--- src/rtl/lane_sched_tx.sv ---
// Four-lane round-robin byte scheduler for a serializer: a COM alignment burst after
// reset, then one granted byte per cycle, with SKP fill and periodic COM when idle.

module lane_sched_tx_lane (
    input  logic valid_i,
    input  logic en_i,
    input  logic arb_on_i,
    input  logic win_i,
    output logic req_o,
    output logic ready_o
);
    // No per-lane storage: a dropped valid simply stops requesting.
    assign req_o   = valid_i & en_i & arb_on_i;
    assign ready_o = req_o & win_i;
endmodule

module lane_sched_tx #(
    parameter int ALIGN_LEN  = 4,
    parameter int SKP_PERIOD = 32
) (
    input  logic       clk_4f,
    input  logic       reset_L,
    input  logic [7:0] data_in0,
    input  logic [7:0] data_in1,
    input  logic [7:0] data_in2,
    input  logic [7:0] data_in3,
    input  logic       valid_in0,
    input  logic       valid_in1,
    input  logic       valid_in2,
    input  logic       valid_in3,
    input  logic [3:0] lane_en,
    output logic       ready_out0,
    output logic       ready_out1,
    output logic       ready_out2,
    output logic       ready_out3,
    output logic [7:0] data_out,
    output logic       valid_out,
    output logic [1:0] grant,
    output logic       active_out
);
    localparam int NUM_LANES = 4;
    localparam int VEC_W     = 8;
    localparam int LW        = 2;
    localparam int AW        = (ALIGN_LEN > 1) ? $clog2(ALIGN_LEN) : 1;

    localparam logic [AW-1:0]    ALIGN_LAST = AW'(ALIGN_LEN - 1);
    localparam logic [5:0]       SKP_LAST   = 6'(SKP_PERIOD - 1);
    localparam logic [VEC_W-1:0] SYM_COM    = 8'hBC;
    localparam logic [VEC_W-1:0] SYM_SKP    = 8'h7C;

    localparam logic [1:0] ST_ALIGN = 2'd0;
    localparam logic [1:0] ST_IDLE  = 2'd1;
    localparam logic [1:0] ST_SEND  = 2'd2;

    typedef struct packed {
        logic [VEC_W-1:0] data;
        logic             valid;
        logic [LW-1:0]    grant;
        logic             active;
    } tx_out_t;

    localparam tx_out_t TX_RESET = '{data: SYM_COM, valid: 1'b0, grant: '0, active: 1'b0};

    logic [1:0]    state_q, state_d;
    logic [AW-1:0] align_q, align_d;
    logic [5:0]    idle_q,  idle_d;
    logic [LW-1:0] rr_q,    rr_d;
    tx_out_t       out_q,   out_d;

    logic [NUM_LANES-1:0][VEC_W-1:0] lane_data;
    logic [NUM_LANES-1:0]            lane_valid;
    logic [NUM_LANES-1:0]            lane_req;
    logic [NUM_LANES-1:0]            lane_win;
    logic [NUM_LANES-1:0]            lane_ready;
    logic                            arb_on;
    logic                            win_found;
    logic [LW-1:0]                   win_idx;
    logic [LW-1:0]                   cand;

    assign lane_data  = {data_in3, data_in2, data_in1, data_in0};
    assign lane_valid = {valid_in3, valid_in2, valid_in1, valid_in0};
    // Holding ALIGN during reset keeps every pop strobe low without a separate gate.
    assign arb_on     = (state_q != ST_ALIGN);

    generate
        for (genvar g = 0; g < NUM_LANES; g++) begin : g_lane
            lane_sched_tx_lane u_lane (
                .valid_i (lane_valid[g]),
                .en_i    (lane_en[g]),
                .arb_on_i(arb_on),
                .win_i   (lane_win[g]),
                .req_o   (lane_req[g]),
                .ready_o (lane_ready[g])
            );
        end
    endgenerate

    always_comb begin
        win_found = 1'b0;
        win_idx   = rr_q;
        cand      = rr_q;
        for (int i = 0; i < NUM_LANES; i++) begin
            cand = rr_q + LW'(i);
            if (!win_found && lane_req[cand]) begin
                win_found = 1'b1;
                win_idx   = cand;
            end
        end
    end

    assign lane_win = win_found ? (NUM_LANES'(1) << win_idx) : '0;

    always_comb begin
        state_d = state_q;
        align_d = align_q;
        idle_d  = idle_q;
        rr_d    = rr_q;
        out_d   = out_q;
        case (state_q)
            ST_ALIGN: begin
                out_d.data  = SYM_COM;
                out_d.valid = 1'b0;
                align_d     = align_q + AW'(1);
                if (align_q == ALIGN_LAST) begin
                    state_d      = ST_IDLE;
                    out_d.active = 1'b1;
                end
            end
            default: begin
                if (win_found) begin
                    state_d     = ST_SEND;
                    out_d.data  = lane_data[win_idx];
                    out_d.valid = 1'b1;
                    out_d.grant = win_idx;
                    rr_d        = win_idx + LW'(1);
                    idle_d      = '0;
                end else begin
                    state_d     = ST_IDLE;
                    out_d.valid = 1'b0;
                    // Every SKP_PERIOD-th consecutive idle cycle carries COM to keep the link aligned.
                    if (idle_q == SKP_LAST) begin
                        out_d.data = SYM_COM;
                        idle_d     = '0;
                    end else begin
                        out_d.data = SYM_SKP;
                        idle_d     = idle_q + 6'd1;
                    end
                end
            end
        endcase
    end

    always_ff @(posedge clk_4f or negedge reset_L) begin
        if (!reset_L) begin
            state_q <= ST_ALIGN;
            align_q <= '0;
            idle_q  <= '0;
            rr_q    <= '0;
            out_q   <= TX_RESET;
        end else begin
            state_q <= state_d;
            align_q <= align_d;
            idle_q  <= idle_d;
            rr_q    <= rr_d;
            out_q   <= out_d;
        end
    end

    assign ready_out0 = lane_ready[0];
    assign ready_out1 = lane_ready[1];
    assign ready_out2 = lane_ready[2];
    assign ready_out3 = lane_ready[3];
    assign data_out   = out_q.data;
    assign valid_out  = out_q.valid;
    assign grant      = out_q.grant;
    assign active_out = out_q.active;
endmodule
--- config.mk ---
export PLATFORM = sky130hd
export DESIGN_NAME = lane_sched_tx
export DESIGN_NICKNAME = d
export VERILOG_FILES = /design/src/rtl/lane_sched_tx.sv
export SDC_FILE = /design/constraint.sdc
export NUM_CORES = 1
export LEC_CHECK = 0
export ABC_AREA = 1
export CORE_MARGIN = 2
export CORE_UTILIZATION = 41
export DETAILED_ROUTE_END_ITERATION = 8
export HOLD_SLACK_MARGIN = 0.02
export PLACE_DENSITY_LB_ADDON = 0.2
export SLEW_MARGIN = 20
export SYNTH_ARGS = -nofsm -noshare
export SYNTH_HDL_FRONTEND = slang
export SYNTH_SLANG_ARGS = --single-unit
--- constraint.sdc ---
create_clock -name clk_4f -period 2 [get_ports clk_4f]
set_input_delay 0.3 -clock clk_4f [delete_from_list [all_inputs] [get_ports clk_4f]]
set_output_delay 0.3 -clock clk_4f [all_outputs]
set_load 0.01 [all_outputs]
== Word-level counts from Yosys, hierarchy flattened ==
Cells that the tools add are included.

* Flip-flop bits (word level): 24
* Bits in latches: 0
* Memory bits (writable): 0
* ROM bits: 0
* Word-level logic and storage cells: 72
* Memories kept: 0

* Add/sub/neg operators: 6
* Multiply operators: 0
* Div/mod/pow operators: 0
* $lt $le $gt $ge: 5
* Equality and inequality tests: 3
* Shift operators: 1
* Muxes and demuxes: 26
* Bitwise logic cells: 13
* Reduce and logical (&&, ||, !) cells: 10

{| class="wikitable"
|+ Operators with widths
! kind !! number
|-
| 9-bit 2-to-1 mux || 2
|-
| 8-bit binary-select mux with 2-bit select || 1
|-
| 8-bit 2-to-1 mux || 2
|-
| 2-bit by 3-bit less-than comparator with 1-bit output, second input constant || 5
|-
| 1-bit AND || 12
|-
| 2-bit 2-to-1 mux || 6
|-
| 6-bit 2-to-1 mux || 2
|-
| 1-bit binary-select mux with 2-bit select || 4
|-
| 1-bit 2-to-1 mux || 8
|-
| 2-bit by 1-bit adder with 2-bit output, second input constant || 3
|-
| 6-bit by 1-bit adder with 6-bit output, second input constant || 1
|-
| 6-bit by 5-bit equality test with 1-bit output, second input constant || 1
|-
| 2-bit adder, second input constant || 2
|-
| 4-bit 2-to-1 mux || 1
|-
| 2-bit AND reduction || 2
|-
| 1-bit by 2-bit << shifter with 4-bit output, first input constant || 1
|-
| 1-bit logical AND || 3
|-
| 1-bit zero test || 3
|-
| 2-bit equality test, second input constant || 1
|-
| 2-bit zero test || 1
|-
| 2-bit != test, second input constant || 1
|-
| 2-bit nonzero test || 1
|-
| 1-bit NOT || 1
|}

== Depth between registers and ports, before layout ==
* Depth after elaboration: 18
* Depth in mapped cells: 18
* Mapped depth without buffers: 16

== Hierarchy ==
From an unflattened synthesis, not the netlist that was laid out.

* Cells, all modules: 260
* Area, all modules: 1773.0 µm²

{| class="wikitable"
|+ By module, submodules not included
! module !! times used !! cells an instance !! area each (µm²) !! sequential area each (µm²)
|-
| lane_sched_tx || 1 || 244 || 1677.9 || 606.8
|-
| lane_sched_tx_lane || 4 || 4 || 23.8 || 0.0
|}

== Worst setup path after synthesis ==
Ideal clock, no wire load.

* Path kind: register to output
* Start: register rr_q[0]
* End: output port ready_out0
* Data arrival time: 1.925 ns
* Setup slack: -0.225 ns
* Cell stages (with the launch flop): 12
* Cell sequence: dfrtp_1 -> buf_6 -> xnor2_2 -> nand3_1 -> nand2_2 -> nand4_2 -> nor2_1 -> inv_1 -> nand2_2 -> buf_6 -> ha_1 -> nor3b_1

* Cells in the longest elaborated chain, start to end: 15
* Elaborated cells on any way between the ends: 27

{| class="wikitable"
|+ Ends and longest elaborated chain
! element !! line !! RTL
|-
| from (decl) || 67 || <nowiki>logic [LW-1:0] rr_q, rr_d;</nowiki>
|-
| from (signal assigned) || 164 || <nowiki>rr_q <= rr_d;</nowiki>
|-
| branches (longest 13 deep; another with 2-bit by 1-bit adder with 2-bit output) || n/a ||
|-
| 4-bit 2-to-1 mux (*) || 111 || <nowiki>assign lane_win = win_found ? (NUM_LANES'(1) << win_idx) : '0;</nowiki>
|-
| 1-bit AND (*) || 14 || <nowiki>assign ready_o = req_o & win_i;</nowiki>
|-
| to (decl) || 32 || <nowiki>output logic ready_out0,</nowiki>
|}

Every way passes the cells marked *. The select of a mux whose other input is x is not followed.

== Worst setup path in the final report ==
* Start: register rr_q[1]
* End: output port ready_out3

* Cells in the longest elaborated chain, start to end: 15
* Elaborated cells on any way between the ends: 27

{| class="wikitable"
|+ Ends and longest elaborated chain
! element !! line !! RTL
|-
| branches (longest 13 deep; another with 2-bit by 1-bit adder with 2-bit output) || n/a ||
|-
| 4-bit 2-to-1 mux (*) || 111 ||
|-
| 1-bit AND (*) || 14 ||
|-
| to (decl) || 35 || <nowiki>output logic ready_out3,</nowiki>
|}

Marked as above.

==> out/metrics.csv <==
stage,metric,value,unit
setup_path,CP arrival,2.34,ns
setup_path,CP Launch Type,flop,
power,Sequential Power Share,0.144,
power,PD cells,2010,nW/um2
timing,final hold vios,0,
cells_and_area,Finished Layout Cells,359,
yosys,Post-Syn Instances,217,
clock_tree,CTS Buffer Depth,2,
power,Sw Share,0.469,
die,Core Rows,23,
setup_path,worst reg-to-reg setup slack,-0.34,ns
run,maxcap violations,0,
cells_and_area,synthesis-to-layout area growth,83.1,%
timing,max frequency,378,MHz
setup_path,CP Capture Type,primary output,
timing,Final WS setup,-0.644,ns
clock_tree,Inserted Clock Buffers,3,
setup_path,CP cell instances,buf_4 -> buf_4 -> nand3_1 -> nand2_1 -> nand4_4 -> nand2_4 -> nand2_8 -> inv_6 -> ha_4 -> nor3b_4 -> buf_2,
routing,DRT iter0 DRCs,60,
timing,final slew viol count,0,
routing,drt via density,5.13,
yosys,Post-synth EDFFs,0,
timing,final clock skew,0.00446,ns
yosys,post-synthesis sequential area ratio,0.360,
setup_path,reg2reg start,rr_q[1],
placement,post-place setup slack,-1.02,ns
yosys,Yosys reg bits,24,
routing,Pre-antenna DRT Iters,4,
grt,gr usage total,0.217,
grt,first-pass GRT wire length,7.56,mm
setup_path,Critical Path RT,1.70,ns
grt,largest net degree at the start of global routing,25,
clock_tree,"Reg clk slew, reported paths",0.09,ns
setup_path,Crit-path slowest cell,dfrtp_2,
die,die width,68.2,um
placement,PortBufs,57,
setup_path,WS Path Type,reg2out,
cells_and_area,Antenna Cells,0,
placement,Final GP Congestion,0.883,
routing,Routed WL,5.44,mm
setup_path,most frequent CP cell,buf_4,
cells_and_area,layout cell share with drive strength beyond 1,0.408,
placement,hpwl dp,3.27,mm
power,maximum VDD drop,1.24,mV
timing,Final period util,1.32,
grt,total congestion overflow,0,
power,Clock Power Share,0.069,
timing,worst-margin pin slew,0.322,ns
power,Net Switching,0.00291,W
cells_and_area,Fill cells,271,
yosys,Synth Warn #,0,
timing,Rel. slew slack,0.786,
cells_and_area,most frequent cells in the layout,"clkdlybuf4s50_1 (49), nand2_1 (46), buf_4 (33)",
clock_tree,"Hold-fix buffers, CTS",0,
run_status,status,finished with violations,
clock_tree,clk root buf,clkbuf_8,
timing,"Setup violations, final",15,
die,number of top-level pins,58,
yosys,Post-synth ARST share,1.00,
power,Comb power frac,0.787,
placement,placed cell count,340,
timing,Fin Hold WS,0.389,ns
run_status,failing checks,negative setup slack,
routing,drt wl/cell,15.2,um
clock_tree,H-tree levels,1,
clock_tree,worst skew pair latency,0.27,ns
cells_and_area,"commonest non-fill, non-tap cell in the layout",clkdlybuf4s50_1,
timing,RSZ-0062 raised after global routing,yes,
die,Die Area,4650,um2
setup_path,Crit Path Max Fanout,4,
routing,antenna-violating nets left,0,
timing,sum of negative setup slack,-4.91,ns
die,Die Ht,68.2,um
setup_path,crit-path max cell delay,0.50,ns
yosys,syn_nets,265,
setup_path,Worst R2R End,data_out[6],
setup_path,worst r2r path cells,14,
clock_tree,CTS tree,built,
min_path,hold crit path type,in2async,
yosys,ys flop type,dfrtp_1,
cells_and_area,post-layout net count,358,
yosys,Mapped Avg Cell Area,7.78,um2
yosys,synth unique cells,36,
timing,fin crit period,2.64,ns
die,initial core utilization,0.425,
yosys,synthesized area,1690,um2
clock_tree,# clock sinks,24,
die,CORE AREA,3970,um2
power,Leak,1.39,nW
grt,antenna violations before repair,0,
routing,drt drc,0,
routing,vias,1843,
power,Int Pwr,0.00330,W
grt,vias in the first global route,1679,
[critical path, delay by kind of cell, from the launching register on]
kind | cells | cell delay (ns)
adders and majority gates | 1 | 0.12
buffers and inverters | 4 | 0.54
DFF | 1 | 0.50
and+or+nand+nor | 6 | 0.90
[cell usage after synthesis (2+ instances only)]
master,n,area share
nand2_1,62,0.14
nand3_1,24,0.071
dfrtp_1,19,0.28
inv_1,17,0.038
nor2_1,16,0.036
o21ai_0,9,0.027
nand2_2,7,0.026
ha_1,6,0.044
buf_6,5,0.033
dfstp_2,5,0.078
nand3_2,4,0.024
nor3b_1,4,0.018
xor2_1,4,0.021
inv_2,3,0.0067
o211ai_1,3,0.013
or2_0,3,0.011
a21oi_2,2,0.010
buf_2,2,0.0059
nand2_4,2,0.013
nand3b_1,2,0.0089
o22ai_1,2,0.0074
or2_1,2,0.0074
[state kept, by name (all words and copies together) (netlist names)]
| register | count |
|---|---|
| active_out | 1 |
| align_q | 2 |
| data_out | 8 |
| grant | 2 |
| idle_q | 6 |
| rr_q | 2 |
| state_q | 2 |
| valid_out | 1 |
[cell families after synthesis]
kind of cell               synth area share
DFF                                   0.360
xor gates and xnor gates             0.0400
buffers and inverters                0.0986
muxes                               0.00593
AOI/OAI and AO/OA                    0.0815
adders and majority gates            0.0445
and+or+nand+nor                       0.370
[worst max-delay path by stage]
stage,start,to,slack [ns]
floorplan,rr_q[0],ready_out0,-0.08
global placement,valid_in1,ready_out0,-0.93
detailed placement,valid_in1,ready_out0,-1.02
CTS,valid_in1,ready_out3,-0.50
global route,lane_en[0],ready_out3,-0.74
finish,rr_q[1],ready_out3,-0.64
[through the flow]
stage                      util  cell area (um2)  total power [W]
after global routing      0.778             3090          0.00666
final                     0.778             3090          0.00621
after detailed placement  0.630             2500          0.00432
after global placement    0.630             2500          0.00428
after floorplan               -             1760          0.00320
after CTS                 0.707             2810          0.00542
[what timing repair did]
action                     CTS  global route
pin swaps                   21            26
resized for setup           56            58
setup endpoints to repair   13            23
setup buffers               13             3
[power by group through the flow]
stage / Sequential (W) / Combinational (W) / Clock (W)
finish: 0.000892 / 0.00489 / 0.000428
global placement: 0.000881 / 0.00340 / 0
floorplan: 0.000900 / 0.00230 / 0
detailed placement: 0.000887 / 0.00343 / 0
global route: 0.000915 / 0.00529 / 0.000456
CTS: 0.000886 / 0.00410 / 0.000430
[routing by layer]
layer | vias up | share of wire | global-route usage
met5 | - | 0 | 0
met4 | 0 | 0.027 | 0.0575
met3 | 16 | 0.054 | 0.0296
met2 | 70 | 0.52 | 0.364
met1 | 865 | 0.40 | 0.292
li1 | 892 | - | -
[area by class of cell]
type | instances | area (um2) | share of cell area
sequential | 24 | 608 | 0.197
multi-input combinational | 163 | 1350 | 0.437
tap | 50 | 62.6 | 0.0202
clock buffer | 3 | 41.3 | 0.0134
inverter | 21 | 93.8 | 0.0304
clock inverter | 1 | 30.0 | 0.00972
timing repair buffer | 97 | 903 | 0.292
Note: power is estimated with default switching activity, not from simulation.
